File: src/rtl/axi_rd_arbiter_nm.sv
// rtl/axi_rd_arbiter_nm.sv - N-master AXI read arbiter with one read burst outstanding
// Define AXI_RD_ARB_RR_EN for round-robin grant; the default build uses fixed priority (lowest index wins).
module axi_rd_arbiter_nm #(
    parameter int NUM_MASTERS = 2,
    parameter int ADDR_W      = 32,
    parameter int DATA_W      = 32,
    parameter int ID_W        = 4,
    localparam int IDX_W      = (NUM_MASTERS > 1) ? $clog2(NUM_MASTERS) : 1,
    localparam int SID_W      = ID_W + IDX_W
) (
    input  logic                          clk,
    input  logic                          rst,
    input  logic [NUM_MASTERS-1:0]        m_arvalid,
    output logic [NUM_MASTERS-1:0]        m_arready,
    input  logic [NUM_MASTERS*ID_W-1:0]   m_arid,
    input  logic [NUM_MASTERS*ADDR_W-1:0] m_araddr,
    input  logic [NUM_MASTERS*4-1:0]      m_arlen,
    input  logic [NUM_MASTERS*3-1:0]      m_arsize,
    input  logic [NUM_MASTERS*2-1:0]      m_arburst,
    output logic [NUM_MASTERS-1:0]        m_rvalid,
    input  logic [NUM_MASTERS-1:0]        m_rready,
    output logic [ID_W-1:0]               m_rid,
    output logic [DATA_W-1:0]             m_rdata,
    output logic [1:0]                    m_rresp,
    output logic                          m_rlast,
    output logic                          s_arvalid,
    input  logic                          s_arready,
    output logic [SID_W-1:0]              s_arid,
    output logic [ADDR_W-1:0]             s_araddr,
    output logic [3:0]                    s_arlen,
    output logic [2:0]                    s_arsize,
    output logic [1:0]                    s_arburst,
    input  logic                          s_rvalid,
    output logic                          s_rready,
    input  logic [SID_W-1:0]              s_rid,
    input  logic [DATA_W-1:0]             s_rdata,
    input  logic [1:0]                    s_rresp,
    input  logic                          s_rlast
);

    localparam int CW = IDX_W + 1;

    typedef enum logic [1:0] {ST_IDLE, ST_ADDR, ST_DATA} state_t;

    state_t             state_q;
    logic [IDX_W-1:0]   owner_q;
    logic [ID_W-1:0]    ar_id_q;
    logic [ADDR_W-1:0]  ar_addr_q;
    logic [3:0]         ar_len_q;
    logic [2:0]         ar_size_q;
    logic [1:0]         ar_burst_q;

    logic [IDX_W-1:0]   grant;
    logic               any_req;
    logic               unused_rid_hi;

    assign any_req       = |m_arvalid;
    assign unused_rid_hi = ^s_rid[SID_W-1:ID_W];

`ifdef AXI_RD_ARB_RR_EN
    logic [IDX_W-1:0] rr_q;
    logic [IDX_W-1:0] rr_d;
    logic [CW-1:0]    rr_idx;
    logic             rr_found;

    // Scan upward from the pointer with wrap; first requester found wins.
    always_comb begin
        grant    = '0;
        rr_idx   = '0;
        rr_found = 1'b0;
        for (int k = 0; k < NUM_MASTERS; k++) begin
            rr_idx = {1'b0, rr_q} + CW'(k);
            if (rr_idx >= CW'(NUM_MASTERS)) begin
                rr_idx = rr_idx - CW'(NUM_MASTERS);
            end
            if (!rr_found && m_arvalid[rr_idx[IDX_W-1:0]]) begin
                grant    = rr_idx[IDX_W-1:0];
                rr_found = 1'b1;
            end
        end
    end

    assign rr_d = (owner_q == IDX_W'(NUM_MASTERS - 1)) ? '0 : owner_q + IDX_W'(1);
`else
    always_comb begin
        grant = '0;
        for (int i = NUM_MASTERS - 1; i >= 0; i--) begin
            if (m_arvalid[i]) begin
                grant = IDX_W'(i);
            end
        end
    end
`endif

    always_comb begin
        m_arready = '0;
        if (!rst && state_q == ST_IDLE && any_req) begin
            m_arready[grant] = 1'b1;
        end
    end

    // R routing keys off the registered owner only; RID upper bits are ignored.
    always_comb begin
        m_rvalid = '0;
        if (!rst && state_q == ST_DATA) begin
            m_rvalid[owner_q] = s_rvalid;
        end
    end

    assign s_rready  = !rst && (state_q == ST_DATA) && m_rready[owner_q];
    assign m_rid     = s_rid[ID_W-1:0];
    assign m_rdata   = s_rdata;
    assign m_rresp   = s_rresp;
    assign m_rlast   = s_rlast;

    assign s_arvalid = !rst && (state_q == ST_ADDR);
    assign s_arid    = {owner_q, ar_id_q};
    assign s_araddr  = ar_addr_q;
    assign s_arlen   = ar_len_q;
    assign s_arsize  = ar_size_q;
    assign s_arburst = ar_burst_q;

    always_ff @(posedge clk) begin
        if (rst) begin
            state_q    <= ST_IDLE;
            owner_q    <= '0;
            ar_id_q    <= '0;
            ar_addr_q  <= '0;
            ar_len_q   <= '0;
            ar_size_q  <= '0;
            ar_burst_q <= '0;
`ifdef AXI_RD_ARB_RR_EN
            rr_q       <= '0;
`endif
        end else begin
            case (state_q)
                ST_IDLE: begin
                    if (any_req) begin
                        ar_id_q    <= m_arid[grant*ID_W +: ID_W];
                        ar_addr_q  <= m_araddr[grant*ADDR_W +: ADDR_W];
                        ar_len_q   <= m_arlen[grant*4 +: 4];
                        ar_size_q  <= m_arsize[grant*3 +: 3];
                        ar_burst_q <= m_arburst[grant*2 +: 2];
                        owner_q    <= grant;
                        state_q    <= ST_ADDR;
                    end
                end
                ST_ADDR: begin
                    if (s_arready) begin
                        state_q <= ST_DATA;
                    end
                end
                ST_DATA: begin
                    if (s_rvalid && s_rready && s_rlast) begin
                        state_q <= ST_IDLE;
`ifdef AXI_RD_ARB_RR_EN
                        rr_q    <= rr_d;
`endif
                    end
                end
                default: state_q <= ST_IDLE;
            endcase
        end
    end

endmodule

File: config.mk
export PLATFORM = sky130hd
export DESIGN_NAME = axi_rd_arbiter_nm
export DESIGN_NICKNAME = d
export VERILOG_FILES = /design/src/rtl/axi_rd_arbiter_nm.sv
export SDC_FILE = /design/constraint.sdc
export NUM_CORES = 1
export LEC_CHECK = 0
export ABC_AREA = 0
export CAP_MARGIN = 20
export CORE_MARGIN = 1.5
export CORE_UTILIZATION = 28
export CTS_BUF_LIST = sky130_fd_sc_hd__clkbuf_4 sky130_fd_sc_hd__clkbuf_8
export DETAILED_ROUTE_END_ITERATION = 6
export GPL_ROUTABILITY_DRIVEN = 0
export PLACE_DENSITY = 0.81
export REMOVE_ABC_BUFFERS = 1
export SLEW_MARGIN = 5
export SYNTH_ARGS = -nofsm -noshare
export SYNTH_HDL_FRONTEND = slang
export SYNTH_SLANG_ARGS = --single-unit
File: constraint.sdc
create_clock -name clk -period 1.3 [get_ports clk]
set_input_delay 0.13 -clock clk [delete_from_list [all_inputs] [get_ports clk]]
set_output_delay 0.13 -clock clk [all_outputs]
set_load 0.1 [all_outputs]
==> results of run 1 <==
sequential cells by signal (all words and copies together), names as in the netlist:
register   flops
owner_q        1
ar_id_q        4
s_arsize       3
s_araddr      32
state_q        2
s_arlen        4
s_arburst      2
how the worst min path moves through the flow:
stage / slack [ps] / cells after the start / endpoint / from
finish: 260 / 0 / m_rdata[17] / s_rdata[17]
CTS: 260 / 0 / m_rdata[17] / s_rdata[17]
global route: 260 / 0 / m_rid[3] / s_rid[3]
floorplan: 200 / 1 / state_q[1] / rst
global placement: 260 / 0 / m_rdata[17] / s_rdata[17]
detailed placement: 260 / 0 / m_rdata[17] / s_rdata[17]
per-stage QoR:
step	util, %	instance area, um2	setup slack, ps	total power [uW]
2_1_floorplan	-	1976	-2987	2971
3_3_place_gp	52.44	4330	-280.6	4120
3_5_place_dp	52.44	4330	-277.3	4147
4_1_cts	55.23	4561	-217.3	5129
5_1_grt	56.95	4703	-298.9	5389
6_report	56.95	4703	-224.4	5201
placed cells by master (no fill, tap or decap), types with 2 or more instances in the layout:
cell type / count
o21ai_0: 25
and2_4: 3
dfxtp_4: 2
a22o_1: 25
clkdlybuf4s50_1: 96
buf_6: 6
clkinv_2: 2
dfxtp_1: 45
a22oi_1: 20
clkbuf_8: 6
buf_12: 60
buf_4: 13
clkbuf_16: 3
nand2_1: 51
o2bb2ai_1: 19
synthesized netlist by cell type (2+ instances only):
library cell / instances
nor2_1: 2
clkbuf_1: 13
nand2_1: 52
o21ai_0: 25
nor2b_1: 2
buf_2: 5
buf_1: 2
a22oi_1: 20
dfxtp_1: 48
buf_6: 4
o2bb2ai_1: 20
and2_1: 3
a22o_1: 25
buf_4: 40
per-layer routing:
| metal | vias to the layer above | part of all wire, % | track usage [%] |
|---|---|---|---|
| li1 | 1179 | - | - |
| met1 | 1164 | 30 | 18.35 |
| met2 | 148 | 48 | 38.91 |
| met3 | 25 | 19 | 19.46 |
| met4 | 2 | 2.8 | 6.863 |
| met5 | - | 0.67 | 6.548 |
kinds of logic (layout without fill, tap and decap cells):
logic type	count (synthesis)	after routing
AOI/OAI and AO/OA	94	94
buffers and inverters	64	188
DFF	48	48
muxes	2	2
and+or+nand+nor	65	65
layout make-up:
class / instances / area [um2] / area share (%)
timing repair buffer: 180 / 2416 / 51.37
clock buffer: 6 / 82.58 / 1.756
multi-input combinational: 161 / 1094 / 23.25
clock inverter: 2 / 10.01 / 0.2128
tap: 105 / 131.4 / 2.793
sequential: 48 / 969.7 / 20.62
power breakdown:
group          internal [uW]  leakage [uW]  switching [uW]
clock                    426     0.0000510             493
sequential              1610      0.000397             154
combinational           1090       0.00142            1430
total                   3120       0.00187            2080
worst max-delay path: cells and delay by family, from the launching register on:
kind	cells	cell delay, ps
DFF	1	370
and+or+nand+nor	1	260
buffers and inverters	3	460
timing repair:
| action | in CTS | in global routing |
|---|---|---|
| pin swaps | 4 | 31 |
| endpoints found under the setup margin | 20 | 52 |
| cloned | 0 | 3 |
| setup buffers | 8 | 5 |
| hold buffers | 0 | 0 |
| gates resized for setup | 24 | 11 |
==> key figures, run 1 <==
GRT
  – Gr usage total: a little under a quarter
  – Initial antenna violation count: 0
  – Pin count of the biggest net entering global routing: 44
  – Vias in the first global route: 2,453
  – First-pass GRT wire length: approximately 15 mm
  – GRT overflow: 0

Power and ir drop
  – Leak: approximately 0.0019 uW
  – Max rail drop VDD: about 440 uV
  – PwrDens: between 1000 and 1500 nW/um2

STA
  – Min Tclk post-route: between 1500 and 2000 ps
  – Sum of negative setup slack: -1358 ps
  – Tcrit/Tclk final: 117.3%
  – Pins Over Slew Limit: 0
  – Final Hold Viols: 0
  – # setup viols final: 29
  – Slew Limit Headroom: 72.86%
  – Setup ws final: -224.4 ps
  – Slew @ Worst Pin: 407.1 ps
  – RSZ-0062 raised after global routing: true
  – Clock Skews: between 6 and 7 ps
  – Fmax: between 0.6 and 0.7 GHz
  – WHS: 260.2 ps

Placement
  – Post-Place Cells: 484
  – I/O Buffers: about 150
  – DPL Wire Length: between 8 and 9 mm

Clock network
  – CTS tree: built
  – Total CTS buffers: 5
  – CTS sink cnt: 48
  – Clock Latency Late Sink: roughly 290 ps
  – CTS HTree Levels: 2
  – Clk buf depth: 2
  – CTS clock-pin slew for the worst setup and hold paths: around 80 ps
  – Root buffer cell: clkbuf_8

Critical path
  – Worst endpoint data arrival time: 1390 ps
  – R2R Path Start: state_q[1]
  – Crit path capture: m_rvalid[0]
  – Critical-path top delay cell: dfxtp_4
  – Worst Reg-to-Reg Cells: 4
  – Worst Path Required: 1170 ps
  – Crit path max fanout: 6
  – Reg2reg end: s_arlen[3]
  – Worst setup SP type: flop
  – Max incr delay on CP: 370 ps
  – Critical path class: reg2out
  – Worst R2R Setup Slack: -30 ps
  – CP endpoint kind: output port
  – CP Launch Point: state_q[0]
  – CP cell instances: buf_6, nor4_4, buf_4, buf_12

Floorplan
  – Std cell rows: 33
  – Core footprint: about 8300 um2
  – Die area: 9144 um2
  – I/O Pins: between 200 and 250
  – Starting Density: 29.09%
  – Die X-Extent: ~96 um
  – Die Span Y: between 90 and 100 um

Final layout
  – N_diodes: 0
  – Fill cells: 693
  – Synth-to-Final Area Change: 95.78%
  – Share of cells above drive strength 1: between 20% and 30%
  – Nets: 534
  – Non-Filler Instances: between 500 and 600

Synthesis
  – Simple-gate share of the synthesized area: a little under an eighth
  – Multiplexer area fraction after synthesis: less than 1%
  – Synth top area cells: dfxtp_1, buf_4, a22o_1
  – Post-synth EDFFs: 0
  – Avg Inst Size Synth: a little under 9 um2
  – Synth Area in Adders: 0%
  – Mapped Cells: 273
  – Synth Area in XOR/XNOR: 0%
  – Asr flop ratio synth: 0%
  – Post-Syn Area: between 2000 and 2500 um2
  – Synthesized flop and latch total: 48
  – Yosys top cell by area: dfxtp_1
  – Largest family of logic cells by synthesized area: compound AO/OA/AOI/OAI gates
  – Share of the synthesized area in the top cell type: 40.00%
  – Yosys warns: 0
  – Top_reg_cell synth: dfxtp_1
  – Seq/Total Area, Yosys: about two fifths
  – Netlist cell types: 26
  – Compound-Gate Fraction of Synth Area: 29.64%

Routing
  – Via count: around 2.5k
  – Iteration-0 DRC Markers: 57
  – ANT nets after route: 0
  – WL final: 10.93 mm
  – DR WL/cell: between 20 and 25 um
  – Avg Vias per Cell: ~5.0
  – TritonRoute pass-1 iters: 4
  – DRC viols: 0

Flow run
  – Max cap viols: 0

Run status
  – Status: finished with violations
  – Failing checks: negative setup slack

Min path
  – Worst hold path class: in2out
Power figures use the tool's default switching activity.
==> inputs of run 2 (changes only) <==
==> constraint.sdc (replaced) <==
create_clock -name clk -period 1.4 [get_ports clk]
set_input_delay 0.14 -clock clk [delete_from_list [all_inputs] [get_ports clk]]
set_output_delay 0.14 -clock clk [all_outputs]
set_load 0.1 [all_outputs]
==> key figures, run 2 (synthesis results as in run 1) <==
Final layout
  – Most frequent cells in the layout: clkdlybuf4s50_1, buf_12, nand2_1
  – Synth-to-Final Area Change: 89.53%
  – Share of cells above drive strength 1: about 28%
  – Area of the multi-input gates: about 1100 um2
  – N_diodes: 0
  – Most common cell after layout, fill and taps aside: clkdlybuf4s50_1
  – Reg area: slightly below 1000 um2
  – Final core occ: between 50% and 60%
  – Post-route cell area: roughly 4600 um2
  – Nets: 529
  – Max FFs per register: 32
  – Fill cells: ~690

STA
  – Slew @ Worst Pin: around 390 ps
  – Slew Limit Headroom: 73.79%
  – Min Tclk post-route: 1565 ps
  – Fmax: 0.6391 GHz
  – Clock Skews: 6.123 ps
  – # setup viols final: 30
  – Sum of negative setup slack: -1551 ps
  – RSZ-0062 raised after global routing: true
  – Tcrit/Tclk final: 111.8%
  – Final Hold Viols: 0
  – WHS: approximately 280 ps
  – Setup ws final: -164.7 ps
  – Pins Over Slew Limit: 0

GRT
  – Pin count of the biggest net entering global routing: 41
  – Gr usage total: about 22%
  – Vias in the first global route: between 2k and 2.5k
  – Initial antenna violation count: 0
  – GRT overflow: 0
  – First-pass GRT wire length: 14.60 mm

Critical path
  – Worst Path Buf+Inv: 1
  – Worst setup SP type: flop
  – CP cell instances: mux2i_1, nor2b_1, nor3b_4, buf_12
  – Max incr delay on CP: between 300 and 400 ps
  – Critical path class: reg2out
  – CP endpoint kind: output port
  – Kind of cell adding the most delay to the critical path: simple AND/OR/NAND/NOR gates
  – Critical-path top delay cell: dfxtp_2
  – Worst Path Required: around 1300 ps
  – Crit path max fanout: 3
  – Worst endpoint data arrival time: 1420 ps

Clock network
  – CTS HTree Levels: 2
  – Root buffer cell: clkbuf_8
  – CTS tree: built
  – CTS clock-pin slew for the worst setup and hold paths: 90 ps
  – Clk buf depth: 2
  – Total CTS buffers: 5
  – Clock Latency Late Sink: ~290 ps
  – CTS sink cnt: 48

Routing
  – Via count: around 2.5k
  – Avg Vias per Cell: roughly 5.0
  – WL final: approximately 11 mm
  – DRC viols: 0
  – ANT nets after route: 0
  – DR WL/cell: 21.16 um
  – Iteration-0 DRC Markers: 76
  – TritonRoute pass-1 iters: 4

Power and ir drop
  – PnR Total Power: about 4800 uW
  – Leak: around 0.0018 uW
  – Max rail drop VDD: approximately 520 uV
  – PwrDens: between 1000 and 1500 nW/um2

Floorplan
  – Std cell rows: 33
  – I/O Pins: around 230
  – Starting Density: between 20% and 30%
  – Die area: between 9000 and 10,000 um2
  – Die X-Extent: 95.63 um
  – Core footprint: a little over 8000 um2
  – Die Span Y: 95.63 um

Placement
  – DPL Wire Length: between 8 and 9 mm
  – Dpl cell area: between 4000 and 5000 um2
  – I/O Buffers: between 150 and 200

Run status
  – Status: finished with violations
  – Failing checks: negative setup slack

Min path
  – Worst hold path class: in2out

Flow run
  – Max cap viols: 0
[run 2: worst register-to-register path, cell delays in order (launching register included)]
cell and delay [ps]:
dfxtp_4 370, buf_4 130, buf_6 120, nor2_1 200, a21oi_4 100, buf_4 200
a22o_1 250
[run 2: path summary, 6_finish.rpt]
| path | start | endpoint | slack (ps) | cells after the start |
|---|---|---|---|---|
| max | owner_q | s_rready | -160 | 4 |
| min | s_rdata[17] | m_rdata[17] | 280 | 0 |
| max reg2reg | state_q[1] | s_araddr[27] | -70 | 6 |
| min reg2reg | s_araddr[18] | s_araddr[18] | 510 | 1 |
[run 2: metrics by stage]
step | setup WS (ps) | cells
4_1_cts | -155.4 | 496
3_5_place_dp | -235.8 | 484
6_report | -164.7 | 497
2_1_floorplan | -2897 | 209
5_1_grt | -222.2 | 497
3_3_place_gp | -187.3 | 484
[run 2: area by class of cell]
type,count,area share [%]
repair buffers,175,49.30
multi-input cells,161,24.37
flip-flops and latches,48,21.30
well taps,105,2.885
clock buffers,8,2.143
[run 2: timing repair]
action                                  4_1_cts  5_1_grt
setup buffers                                 5        1
endpoints found under the setup margin        6        6
hold buffers                                  0        0
gates cloned                                  0        0
resized for setup                            15       10
pin swaps                                     2        3
[run 2: power by group]
part | switching, uW | internal (uW)
Clock | 450 | 443
Sequential | 148 | 1490
Combinational | 1300 | 932
[run 2: layer usage]
metal / vias up / part of all wire [%] / track usage (%)
met2: 152 / 47 / 36.38
met3: 25 / 19 / 19.30
met4: 2 / 2.7 / 8.333
li1: 1171 / - / -
met1: 1134 / 30 / 19.46
met5: - / 0.68 / 6.548
==> inputs of run 3 (changes only) <==
--- a/config.mk
+++ b/config.mk
@@ -6,13 +6,13 @@
 export NUM_CORES = 1
 export LEC_CHECK = 0
 export ABC_AREA = 0
-export CAP_MARGIN = 20
-export CORE_MARGIN = 1.5
+export CAP_MARGIN = 5
 export CORE_UTILIZATION = 28
 export CTS_BUF_LIST = sky130_fd_sc_hd__clkbuf_4 sky130_fd_sc_hd__clkbuf_8
 export DETAILED_ROUTE_END_ITERATION = 6
 export GPL_ROUTABILITY_DRIVEN = 0
 export PLACE_DENSITY = 0.81
+export RECOVER_POWER = 50
 export REMOVE_ABC_BUFFERS = 1
 export SLEW_MARGIN = 5
 export SYNTH_ARGS = -nofsm -noshare
==> key figures, run 3 (synthesis results as in run 1) <==
Floorplan
  – I/O Pins: 229
  – Starting Density: 29.09%
  – Die X-Extent: 94.63 um
  – Die area: about 9000 um2
  – Die Span Y: approximately 95 um
  – Core footprint: 8258 um2
  – Std cell rows: 33

Power and ir drop
  – PnR Total Power: roughly 4600 uW
  – PwrDens: a little over 1000 nW/um2
  – Max rail drop VDD: 450.5 uV
  – Leak: roughly 0.0018 uW

Clock network
  – Clock Latency Late Sink: between 200 and 300 ps
  – CTS clock-pin slew for the worst setup and hold paths: roughly 80 ps
  – Total CTS buffers: 5
  – Clk buf depth: 2
  – CTS HTree Levels: 2
  – Root buffer cell: clkbuf_8
  – CTS tree: built
  – CTS sink cnt: 48

Critical path
  – CP endpoint kind: output port
  – Worst setup SP type: flop
  – Max incr delay on CP: 370 ps
  – Worst Path Required: roughly 1300 ps
  – Critical path class: reg2out
  – CP cell instances: mux2i_1, nor2b_1, nor3b_2, buf_4, buf_12
  – Critical-path top delay cell: dfxtp_4
  – Worst endpoint data arrival time: 1380 ps
  – Worst R2R Setup Slack: around 70 ps
  – Crit path max fanout: 4

STA
  – Fmax: 0.6557 GHz
  – Sum of negative setup slack: -534.2 ps
  – Clock Skews: roughly 7.7 ps
  – Slew Limit Headroom: between 70% and 80%
  – WHS: about 280 ps
  – RSZ-0062 raised after global routing: true
  – Min Tclk post-route: between 1500 and 2000 ps
  – # setup viols final: 5
  – Final Hold Viols: 0
  – Setup ws final: -125.0 ps
  – Slew @ Worst Pin: 437.6 ps
  – Pins Over Slew Limit: 0
  – Tcrit/Tclk final: 108.9%

Final layout
  – Synth-to-Final Area Change: 86.51%
  – Non-Filler Instances: just under 500
  – N_diodes: 0
  – Fill cells: between 700 and 800
  – Reg area: 972.2 um2
  – Most frequent cells in the layout: clkdlybuf4s50_1, buf_12, nand2_1
  – Nets: around 530
  – Most common cell after layout, fill and taps aside: clkdlybuf4s50_1
  – Max FFs per register: 32
  – Area of the multi-input gates: ~1100 um2
  – Share of cells above drive strength 1: around a quarter

GRT
  – Gr usage total: approximately 22%
  – Pin count of the biggest net entering global routing: 44
  – GRT overflow: 0
  – Vias in the first global route: ~2.4k
  – First-pass GRT wire length: about 14 mm
  – Initial antenna violation count: 0

Placement
  – I/O Buffers: approximately 150
  – Post-Place Cells: 481
  – DPL Wire Length: around 8.2 mm

Routing
  – WL final: 10.05 mm
  – TritonRoute pass-1 iters: 5
  – Iteration-0 DRC Markers: just over 90
  – Avg Vias per Cell: 5.032
  – DR WL/cell: a little over 20 um
  – ANT nets after route: 0
  – Via count: about 2.5k
  – DRC viols: 0

Run status
  – Status: finished with violations
  – Failing checks: negative setup slack

Min path
  – Worst hold path class: in2out

Flow run
  – Max cap viols: 0
==> run 3: changes by cell type in the layout (fill, tap and decap cells not counted), sizes merged <==
cell	before	now
buf	78	76
clkbuf	8	7
clkinv	0	1
==> run 3: timing repair <==
item / 4_1_cts / 5_1_grt
resized for setup: 12 / 5
pin swaps: 1 / 4
hold buffers: 0 / 0
buffers inserted: 3 / 4
endpoints found under the setup margin: 6 / 6
==> run 3: worst paths after layout <==
path	from	end	cells past startpoint
max	owner_q	s_rready	5
min	s_rdata[7]	m_rdata[7]	0
max reg2reg	state_q[0]	s_arsize[0]	5
min reg2reg	s_arlen[0]	s_arlen[0]	1
==> run 3: routing by layer <==
layer  up-vias  routed length (um)  GRT usage [%]
met5         -                  76          7.143
met4         2                 174          7.323
met3        16                1357          12.00
met2       124                5100          38.31
met1      1185                3343          20.83
li1       1164                   -              -
==> run 3: where the power goes <==
part / total, uW / switching [uW] / internal, uW / leakage, uW
Sequential: 1630 / 141 / 1490 / 0.000397
Combinational: 2190 / 1280 / 913 / 0.00133
Clock: 782 / 422 / 360 / 0.0000445
Total: 4610 / 1850 / 2760 / 0.00177
==> run 3: final cells by class <==
type                       instances  area share, %
timing repair buffer             174          49.79
multi-input combinational        161          23.76
sequential                        48          21.70
tap                              105          2.932
clock buffer                       6          1.703
clock inverter                     1         0.1117
==> run 3: critical path: cells and delay by family (launching register included) <==
family	cells	cell delay, ps
buffers and inverters	2	300
flip-flops	1	370
multiplexers	1	120
AND/OR/NAND/NOR	2	310
==> run 3: through the flow <==
stage               setup slack, ps  util (%)  area [um2]
global placement             -100.1     52.02        4295
floorplan                     -2897         -        1976
CTS                          -130.7     53.67        4432
finish                       -125.0     54.26        4481
global route                 -215.6     54.26        4481
detailed placement           -152.2     52.02        4295
